File: src/rtl/servo_pkg.sv
// Shared types and constants for the servo command path and pwm_driver-side code.
package servo_pkg;

  localparam int unsigned WIDTH_W       = 13;
  localparam int unsigned DEF_MIN_WIDTH = 50;
  localparam int unsigned DEF_MAX_WIDTH = 250;

  typedef logic [WIDTH_W-1:0] width_t;

  typedef enum logic [1:0] {
    IDLE,
    RAMP,
    SETTLE
  } state_e;

  typedef struct packed {
    width_t tgt;
    logic   clamped;
  } cmd_t;

  function automatic cmd_t clamp_target(input width_t t, input width_t lo, input width_t hi);
    cmd_t c;
    c.tgt     = t;
    c.clamped = 1'b0;
    if (t < lo) begin
      c.tgt     = lo;
      c.clamped = 1'b1;
    end else if (t > hi) begin
      c.tgt     = hi;
      c.clamped = 1'b1;
    end
    return c;
  endfunction

  // Larger minus smaller, so the distance never wraps.
  function automatic width_t abs_diff(input width_t a, input width_t b);
    return (a > b) ? (a - b) : (b - a);
  endfunction

endpackage

File: src/rtl/frame_tick_gen.sv
// Free-running PWM frame counter; o_tick marks the last cycle of each frame.
module frame_tick_gen #(
  parameter int unsigned FRAME_CYCLES = 2001000
) (
  input  logic i_clk,
  input  logic i_rst,
  output logic o_tick
);

  localparam int unsigned CW = (FRAME_CYCLES > 1) ? $clog2(FRAME_CYCLES) : 1;
  localparam logic [CW-1:0] LAST = CW'(FRAME_CYCLES - 1);

  logic [CW-1:0] cnt_q, cnt_d;

  assign o_tick = (cnt_q == LAST);

  always_comb begin
    cnt_d = cnt_q + 1'b1;
    if (o_tick) cnt_d = '0;
  end

  always_ff @(posedge i_clk) begin
    if (i_rst) cnt_q <= '0;
    else       cnt_q <= cnt_d;
  end

endmodule

File: src/rtl/servo_ramp_ctrl.sv
// Accepts a clamped servo target and slews the pwm_driver width toward it one
// bounded step per frame, then dwells before signalling done.
module servo_ramp_ctrl
  import servo_pkg::*;
#(
  parameter int unsigned MIN_WIDTH     = DEF_MIN_WIDTH,
  parameter int unsigned MAX_WIDTH     = DEF_MAX_WIDTH,
  parameter int unsigned STEP          = 4,
  parameter int unsigned FRAME_CYCLES  = 2001000,
  parameter int unsigned SETTLE_FRAMES = 10
) (
  input  logic               i_clk,
  input  logic               i_rst,
  input  logic [WIDTH_W-1:0] i_target,
  input  logic               i_valid,
  output logic               o_ready,
  input  logic               i_abort,
  output logic [WIDTH_W-1:0] o_data,
  output logic               o_busy,
  output logic               o_done,
  output logic               o_clamped
);

  localparam int unsigned SW = (SETTLE_FRAMES > 0) ? $clog2(SETTLE_FRAMES + 1) : 1;
  localparam width_t        MIN_W       = WIDTH_W'(MIN_WIDTH);
  localparam width_t        MAX_W       = WIDTH_W'(MAX_WIDTH);
  localparam width_t        STEP_W      = WIDTH_W'(STEP);
  localparam logic [SW-1:0] SETTLE_INIT = SW'(SETTLE_FRAMES);

  state_e        state_q, state_d;
  width_t        data_q, data_d;
  width_t        tgt_q, tgt_d;
  logic          clamped_q, clamped_d;
  logic          done_q, done_d;
  logic [SW-1:0] settle_q, settle_d;

  logic   tick;
  logic   accept;
  cmd_t   cmd;
  width_t diff;

  frame_tick_gen #(
    .FRAME_CYCLES(FRAME_CYCLES)
  ) u_tick (
    .i_clk (i_clk),
    .i_rst (i_rst),
    .o_tick(tick)
  );

  // Abort beats a coincident transfer, so ready drops combinationally with it.
  assign o_ready = (state_q == IDLE) && !i_abort;
  assign accept  = i_valid && o_ready;
  assign cmd     = clamp_target(i_target, MIN_W, MAX_W);
  assign diff    = abs_diff(tgt_q, data_q);

  always_comb begin
    state_d   = state_q;
    data_d    = data_q;
    tgt_d     = tgt_q;
    clamped_d = clamped_q;
    done_d    = 1'b0;
    settle_d  = settle_q;
    unique case (state_q)
      IDLE: begin
        if (accept) begin
          tgt_d     = cmd.tgt;
          clamped_d = cmd.clamped;
          state_d   = RAMP;
        end
      end
      RAMP: begin
        if (i_abort) begin
          state_d = IDLE;
        end else if (tick) begin
          if (diff <= STEP_W) begin
            data_d   = tgt_q;
            settle_d = SETTLE_INIT;
            state_d  = SETTLE;
          end else if (tgt_q > data_q) begin
            data_d = data_q + STEP_W;
          end else begin
            data_d = data_q - STEP_W;
          end
        end
      end
      SETTLE: begin
        if (i_abort) begin
          state_d = IDLE;
        end else if (settle_q == '0) begin
          done_d  = 1'b1;
          state_d = IDLE;
        end else if (tick) begin
          settle_d = settle_q - 1'b1;
          if (settle_q == SW'(1)) begin
            done_d  = 1'b1;
            state_d = IDLE;
          end
        end
      end
      default: state_d = IDLE;
    endcase
  end

  always_ff @(posedge i_clk) begin
    if (i_rst) begin
      state_q   <= IDLE;
      data_q    <= MIN_W;
      tgt_q     <= MIN_W;
      clamped_q <= 1'b0;
      done_q    <= 1'b0;
      settle_q  <= '0;
    end else begin
      state_q   <= state_d;
      data_q    <= data_d;
      tgt_q     <= tgt_d;
      clamped_q <= clamped_d;
      done_q    <= done_d;
      settle_q  <= settle_d;
    end
  end

  assign o_data    = data_q;
  assign o_busy    = (state_q != IDLE);
  assign o_done    = done_q;
  assign o_clamped = clamped_q;

endmodule

File: config.mk
export PLATFORM = sky130hd
export DESIGN_NAME = servo_ramp_ctrl
export DESIGN_NICKNAME = d
export VERILOG_FILES = /design/src/rtl/servo_pkg.sv /design/src/rtl/frame_tick_gen.sv /design/src/rtl/servo_ramp_ctrl.sv
export SDC_FILE = /design/constraint.sdc
export NUM_CORES = 1
export LEC_CHECK = 0
export ABC_AREA = 1
export BUFFER_PORTS_ARGS = -buffer_cell sky130_fd_sc_hd__buf_2
export CORE_ASPECT_RATIO = 2
export CORE_MARGIN = 10
export CORE_UTILIZATION = 50
export DETAILED_ROUTE_END_ITERATION = 12
export PLACE_DENSITY = 0.74
export SLEW_MARGIN = 5
export SYNTH_ARGS = -nofsm -noshare
export SYNTH_HDL_FRONTEND = slang
export SYNTH_SLANG_ARGS = --single-unit
File: constraint.sdc
create_clock -name i_clk -period 5.5 [get_ports i_clk]
set_input_delay 1.65 -clock i_clk [delete_from_list [all_inputs] [get_ports i_clk]]
set_output_delay 1.65 -clock i_clk [all_outputs]
set_load 0.02 [all_outputs]
Yosys cells after proc, flatten, opt, wreduce, memory -nomap -nowiden
Cells that the tools add are included.
{"block": "totals", "reg_bits": 55, "in_bits": 17, "output_inout_bits": 17}
{"block": "op_classes", "n_addsub": 6, "n_lt_le_gt_ge": 4, "n_eq_ne": 15, "mux": 24, "n_bitwise": 2, "reduce_logical": 13}
{"cell": "two-way mux 13 bit", "n": 3}
{"cell": "two-way mux 14 bit", "n": 2}
{"cell": "subtractor 13 bit", "n": 2}
{"cell": "two-way mux 4 bit", "n": 6}
{"cell": "adder 21 x 1 -> 21 bit (second input constant)", "n": 1}
{"cell": "== test 21 bit (second input constant)", "n": 1}
{"cell": "two-way mux 2 bit", "n": 8}
{"cell": "inequality test 2 bit (second input constant)", "n": 7}
{"cell": "adder 13 x 3 -> 13 bit (second input constant)", "n": 1}
{"cell": "> comparator 13 bit", "n": 1}
{"cell": "> comparator 13 x 8 -> 1 bit (second input constant)", "n": 1}
{"cell": "less-or-equal comparator 13 x 3 -> 1 bit (second input constant)", "n": 1}
{"cell": "less-than comparator 13 x 6 -> 1 bit (second input constant)", "n": 1}
{"cell": "subtractor 13 x 3 -> 13 bit (second input constant)", "n": 1}
{"cell": "inequality test 4 bit (second input constant)", "n": 2}
{"cell": "case mux 4 bit (2 select lines)", "n": 1}
{"cell": "AND reduction 7 bit", "n": 1}
{"cell": "inequality test 3 bit (second input constant)", "n": 2}
{"cell": "case mux 2 bit (3 select lines)", "n": 1}
{"cell": "AND reduction 5 bit", "n": 1}
{"cell": "== test 4 x 1 -> 1 bit (second input constant)", "n": 1}
{"cell": "zero test 4 bit", "n": 1}
{"cell": "nonzero test 2 bit", "n": 2}
{"cell": "subtractor 4 x 1 -> 4 bit (second input constant)", "n": 1}
{"cell": "other kinds (11)", "n": 15}

Logic depth before layout (Yosys ltp)
Gate-level depths: netlist of the first run.
{"block": "logic_depth", "word_depth": 7, "ltp_mapped": 23, "depth_no_buf": 22}

Modules after synthesis
From an unflattened synthesis of the first run, not the netlist that was laid out.
{"block": "hier_totals", "hier_cells": 779, "area_unflattened_um2": 4875.9}
{"module": "servo_ramp_ctrl", "n_inst": 1, "cells_each": 611, "area_per_inst_um2": 3714.8}
{"module": "frame_tick_gen", "n_inst": 1, "cells_each": 168, "area_per_inst_um2": 1161.1}

Least setup slack after synthesis of the first run
No wires, ideal clock.
{"block": "synth_path", "path_type": "input to output", "startpoint": "input port i_abort", "endpoint": "output port o_ready", "arrival_time_ns": 1.972, "setup_slack_ns": 1.878, "stages": 1, "n_path_buf": 0, "path_cell_list": "nor2_1"}
{"block": "synth_between", "elab_chain_len": 2}
{"item": "from (decl)", "line_no": "servo_ramp_ctrl.sv:17", "source": "input logic i_abort,"}
{"item": "zero test 1 bit", "line_no": "servo_ramp_ctrl.sv:51", "source": "assign o_ready = (state_q == IDLE) && !i_abort;"}
{"item": "logical AND 1 bit", "line_no": "servo_ramp_ctrl.sv:51"}
{"item": "to (decl)", "line_no": "servo_ramp_ctrl.sv:16", "source": "output logic o_ready,"}
No other way between the ends.

Worst setup path after layout of the first run
Ends and elaborated chain as after synthesis.

==> summary.txt, run 1 <==
Logic synthesis
  – Cell area after synthesis: 4500 um2
  – Cells after Synth: 726
  – Async S/R FF share, synth: 0%
  – Register area share after synthesis: 24.5%
  – Ys Warns: 0
  – Syn Nets: 783
  – Mapped Avg Cell Area: 6.19 um2
  – Register bit count reported by yosys: 55
  – Post-synth EDFFs: 0
  – Top FF cell, synth: dfxtp_1
  – Cell variety after synth: 43

Worst hold path
  – Worst hold stages: 1
  – HP Class: flop to flop
  – Worst Hold End: u_tick.cnt_q[0]
  – HP Start: u_tick.cnt_q[0]

Final layout
  – Nets@finish: 815
  – Cell area after layout: 4920 um2
  – Fraction of layout cells with a size suffix above 1: 8.70%
  – # diodes: 0
  – Area grow syn2layout: 9.40%

Critical path
  – Worst setup path category: primary input to output port
  – Worst Path Buf+Inv: 2
  – WP data required: 3850 ps
  – Worst-path fanout max: 4
  – R2r startpoint: o_data[2]
  – Reg2Reg Depth: 21
  – Critical Path Slowest Stage Cell: buf_2
  – Instance count on the critical path: 3
  – FF-to-FF End: o_data[9]
  – Cell Chain, Critical Path: buf_2 -> nor2_1 -> buf_2
  – R2R Setup Slk: 1810 ps
  – Worst EP arrival: 2080 ps
  – Most used cell, CP: buf_2
  – Worst Setup End Kind: output port
  – Startpoint Class: primary input
  – Largest stage delay on the critical path: 190 ps
  – Family with the most delay on the worst path: buffers and inverters

Floorplan
  – Initial Utilization: 51.6%
  – Ports: 34
  – # rows: 48
  – Die area: 13400 um2
  – Core Box Area: 8710 um2
  – Chip height: 154 um
  – Die width: 87.1 um

Clock network
  – Post-CTS setup buffer count: 0
  – H-tree depth: 2
  – Hold-fix buffers, CTS: 0
  – Worst-Skew Late Latency: 300 ps
  – Resized cells post-CTS: 0
  – CTS Buffer Depth: 2
  – TritonCTS clock tree: built
  – CTS Buf Count: 5
  – Worst-path clk slew: 80 ps
  – Root Buffer: clkbuf_16
  – Clk sinks: 55

Timing
  – Hold WS: 467 ps
  – Final TNS setup: 0 ps
  – Final period util: 67.8%
  – Actual slew at the worst max-slew pin: 609 ps
  – Slew Limit Fails: 0
  – Final Skew: 12.0 ps
  – RSZ-0062 raised after global routing: false
  – Min cycle time layout: 3730 ps
  – Final setup fails: 0
  – Hold violation count in the final report: 0
  – Post-route setup slack: 1770 ps
  – Slew headroom: 59.4%
  – Peak Freq: 268 MHz

Run
  – Max-cap violations: 0

Routing
  – Post-route antenna net violation count: 0
  – Routed WL: 12200 um
  – Wire length per cell: 14.2 um
  – Drt initial violations: 145
  – Via/cell ratio: 5.36
  – Vias: 4603
  – Number of remaining DRC errors: 0
  – DRT Pass-1 Iters: 4

Place
  – Input/output buffers: 33
  – Post-place instance area: 4750 um2
  – Post-detail-place hpwl: 10100 um
  – Worst slack, placed: 1770 ps
  – Placer Congestion: 0.958

Power
  – Pwr/cell area: 212 nW/um2
  – Worst VDD drop: 0.000246 V
  – Leakage: 0.00249 uW

Global routing
  – Remaining Overflow, GRT: 0
  – Initial antenna violation count: 0
  – Vias in the first global route: 4568
  – GRT Total Usage: 18.1%
  – Pin count of the biggest net entering global routing: 25
  – First-pass GRT wire length: 19900 um

Outcome
  – Run status: finished clean
[worst register-to-register path, delay by kind of cell (launching register included)]
kind                       cells  cell delay, ps
DFF                            1             540
buffers and inverters          1              80
and+or+nand+nor               14            1430
xor gates and xnor gates       1             150
AOI/OAI and AO/OA              3             500
adders and majority gates      2             850
[cell families (layout without fill, tap and decap cells)]
group           after synthesis  after routing  share of synthesized area [%]
xor+xnor                     17             17                           3.31
buf+inv                     135            168                           11.6
compound gates               93             93                           11.1
flops                        55             55                           24.5
simple gates                386            386                           37.9
fa+ha+maj                    40             40                           11.6
[where the power goes]
part,total (uW),switching (uW),internal (uW)
combinational,267,176,91.0
sequential,410,5.54,404
clock,368,151,217
[how the worst max path moves through the flow]
stage	startpoint	to	slack [ps]
2_1_floorplan	i_abort	o_ready	1880
3_3_place_gp	i_abort	o_ready	1770
3_5_place_dp	i_abort	o_ready	1770
4_1_cts	i_abort	o_ready	1770
5_1_grt	o_data[2]	o_data[9]	1460
6_report	i_abort	o_ready	1770
[layout by cell type, fill, tap and decap left out, types with 4 or more instances in the layout]
cell type and instances:
o21ai_0 17, xor2_1 11, nor3_1 14, a21oi_1 59, inv_1 123, nand2_2 9
nor4_1 4, nand4_1 13, xnor2_1 6, nor2_2 4, nand3_1 67, ha_1 37
nand2_1 202, nor2_1 59, clkbuf_16 5, buf_2 33, dfxtp_1 55
[flip-flops by register name (all words and copies together) (netlist names)]
name and cells:
o_done 1, o_clamped 1, u_tick.cnt_q 21, tgt_q 13
settle_q 4, state_q 2, o_data 13
[cell usage after synthesis (all sizes together) (3+ instances only)]
cell,n,area share [%]
a21oi,59,6.6
ha,37,10
nor3,14,1.6
clkbuf,7,0.61
o21ai,20,2.2
nand4,13,1.8
xor2,11,2.1
nor2,64,5.7
nor4,5,0.83
nand3,69,8.1
fa,3,1.3
nand2,214,19
inv,125,10
o22ai,3,0.42
dfxtp,55,24
xnor2,6,1.2
[routing by layer]
layer  up-vias  wire, um  track usage (%)
li1       2382         -                -
met4         0       447             10.1
met1      2114      4220             14.9
met2        78      7220             37.4
met5         -         0                0
met3        29       268             2.28
[metrics by stage]
| step | instances | util [%] | power [uW] |
|---|---|---|---|
| after detailed placement | 851 | 54.5 | 683 |
| after global placement | 851 | 54.5 | 677 |
| after global routing | 859 | 56.5 | 1100 |
| after floorplan | 726 | - | 623 |
| final | 859 | 56.5 | 1040 |
| after CTS | 859 | 56.5 | 1050 |
[final cells by class]
type	count	area [um2]
fillers	865	3790
multi-input cells	536	2880
flip-flops and latches	55	1100
inverters	127	482
repair buffers	33	165
clock buffers	5	125
well taps	100	125
clock inverters	3	46.3
Note: power is estimated with default switching activity, not from simulation.
==> run 2: changes to the inputs <==
- PLACE_DENSITY: 0.74 -> 0.77
- clock period: 5.5 -> 3 ns (I/O delays scaled with it)
==> summary.txt, run 2 (same netlist as run 1, synthesis figures left out) <==
Power
  – Sequential share of power: 37.9%
  – Clk pwr share: 30.6%
  – Net Switching: 670 uW
  – Sw frac: 33.8%
  – Comb pwr share: 31.5%
  – Worst VDD drop: 0.000420 V
  – Leakage: 0.00276 uW
  – Int Pwr: 1310 uW
  – Pwr/cell area: 351 nW/um2

Routing
  – Routed WL: 13700 um
  – Drt initial violations: 238
  – Number of remaining DRC errors: 0
  – Vias: 5002
  – Post-route antenna net violation count: 0
  – Via/cell ratio: 5.48
  – DRT Pass-1 Iters: 5
  – Wire length per cell: 15.0 um

Final layout
  – Area grow syn2layout: 25.7%
  – Max reg flops: 21
  – Most common cell after layout, fill and taps aside: nand2_1
  – Nets@finish: 869
  – # diodes: 0
  – Cell area after layout: 5650 um2
  – Filler cells: 771
  – Largest Register: u_tick.cnt_q
  – Commonest non-fill, non-tap cells in the layout: nand2_1 (190), inv_1 (118), nand3_1 (66)
  – Layout Utilization: 64.9%
  – Fraction of layout cells with a size suffix above 1: 21.4%

Global routing
  – GR Util met3: 2.86%
  – Remaining Overflow, GRT: 0
  – Initial antenna violation count: 0
  – Pin count of the biggest net entering global routing: 25
  – Met1 usage: 16.2%
  – Busiest grt layer: met2
  – Vias in the first global route: 4984
  – Met2 usage: 38.6%
  – GRT Total Usage: 19.8%
  – First-pass GRT wire length: 21600 um

Critical path
  – Worst EP arrival: 3060 ps
  – Cell Chain, Critical Path: inv_1 -> ha_4 -> nand2_2 -> nor2_4 -> and2_1 -> nand2_1 -> nand2_2 -> nand2_8 -> ha_4 -> a21oi_4 -> buf_4 -> nor2_1 -> o31ai_1 -> nand4_1 -> xor2_1 -> nand2_1 -> nand3_1 -> a21oi_1
  – Critical Path Slowest Stage Cell: dfxtp_1
  – Worst-path fanout max: 8
  – Largest stage delay on the critical path: 340 ps
  – Worst Setup End Kind: flop
  – Worst Path Buf+Inv: 2
  – Family with the most delay on the worst path: simple AND/OR/NAND/NOR gates
  – WP data required: 3170 ps
  – Worst setup path category: flop to flop
  – Startpoint Class: flop

Floorplan
  – Die width: 87.1 um
  – Ports: 34
  – Initial Utilization: 51.6%
  – Chip height: 154 um
  – # rows: 48
  – Core Box Area: 8710 um2
  – Die area: 13400 um2

Timing
  – Post-route setup slack: 100 ps
  – Slew headroom: 63.0%
  – Final Skew: 11.4 ps
  – Actual slew at the worst max-slew pin: 556 ps
  – Peak Freq: 345 MHz
  – Hold violation count in the final report: 0
  – Final setup fails: 0
  – Min cycle time layout: 2900 ps
  – Final period util: 96.7%
  – Slew Limit Fails: 0

Outcome
  – Run status: finished clean

Clock network
  – CTS Buffer Depth: 2
  – H-tree depth: 2
  – Worst-Skew Late Latency: 300 ps
  – CTS Buf Count: 5
  – TritonCTS clock tree: built
  – Clk sinks: 55
  – Hold-fix buffers, CTS: 0
  – Worst-path clk slew: 80 ps
  – Root Buffer: clkbuf_16

Worst hold path
  – HP Class: flop to flop

Run
  – Max-cap violations: 0

Place
  – Worst slack, placed: -94.4 ps
  – Post-detail-place hpwl: 11000 um
  – Post-place instance area: 5150 um2
  – Input/output buffers: 33
  – Placer Congestion: 0.976
run 2: path summary, 6_finish.rpt:
kind / start / to / slack [ps] / depth (start not counted)
max reg2reg: o_data[11] / o_data[11] / 100 / 18
min reg2reg: u_tick.cnt_q[0] / u_tick.cnt_q[0] / 450 / 1
max: o_data[11] / o_data[11] / 100 / 18
min: u_tick.cnt_q[0] / u_tick.cnt_q[0] / 450 / 1
run 2: final cells by class:
class / instances / area, um2 / area share (%)
Multi-Input combinational cell: 536 / 3200 / 56.6
Sequential cell: 55 / 1120 / 19.9
Timing Repair Buffer: 87 / 571 / 10.1
Inverter: 127 / 482 / 8.53
Clock buffer: 5 / 125 / 2.21
Tap cell: 100 / 125 / 2.21
Clock inverter: 3 / 25.0 / 0.443
run 2: metrics by stage:
stage,hold WS [ps],instances,total power (uW),setup TNS [ps]
after detailed placement,439,899,1330,-156
after global placement,428,899,1310,0
after CTS,457,907,1920,-20.7
final,453,913,1980,0
after floorplan,418,726,1150,0
after global routing,467,913,2080,-5.76
run 2: layer usage:
metal,part of all wire (%),up-vias
met2,57,132
li1,-,2497
met1,33,2307
met3,3.6,66
met4,7.1,0
met5,0,-
run 2: repair_timing:
item	in CTS	in global routing
setup endpoints to repair	6	14
setup buffers	0	6
gates resized for setup	4	53
pin swaps	0	21
run 2: worst reg2reg max path: stages, from the launching register on:
cell and delay [ps]:
dfxtp_1 340, inv_1 70, ha_4 280, nand2_2 90
nor2_4 140, and2_1 150, nand2_1 70, nand2_2 120
nand2_8 100, ha_4 290, a21oi_4 130, buf_4 120
nor2_1 30, o31ai_1 230, nand4_1 180, xor2_1 190
nand2_1 80, nand3_1 80, a21oi_1 80
run 2: power by group through the flow:
stage               combinational, uW  sequential (uW)  clock [uW]
global route                      693              751         635
CTS                               565              749         608
global placement                  548              766           0
floorplan                         382              765           0
detailed placement                560              766           0
finish                            624              750         607
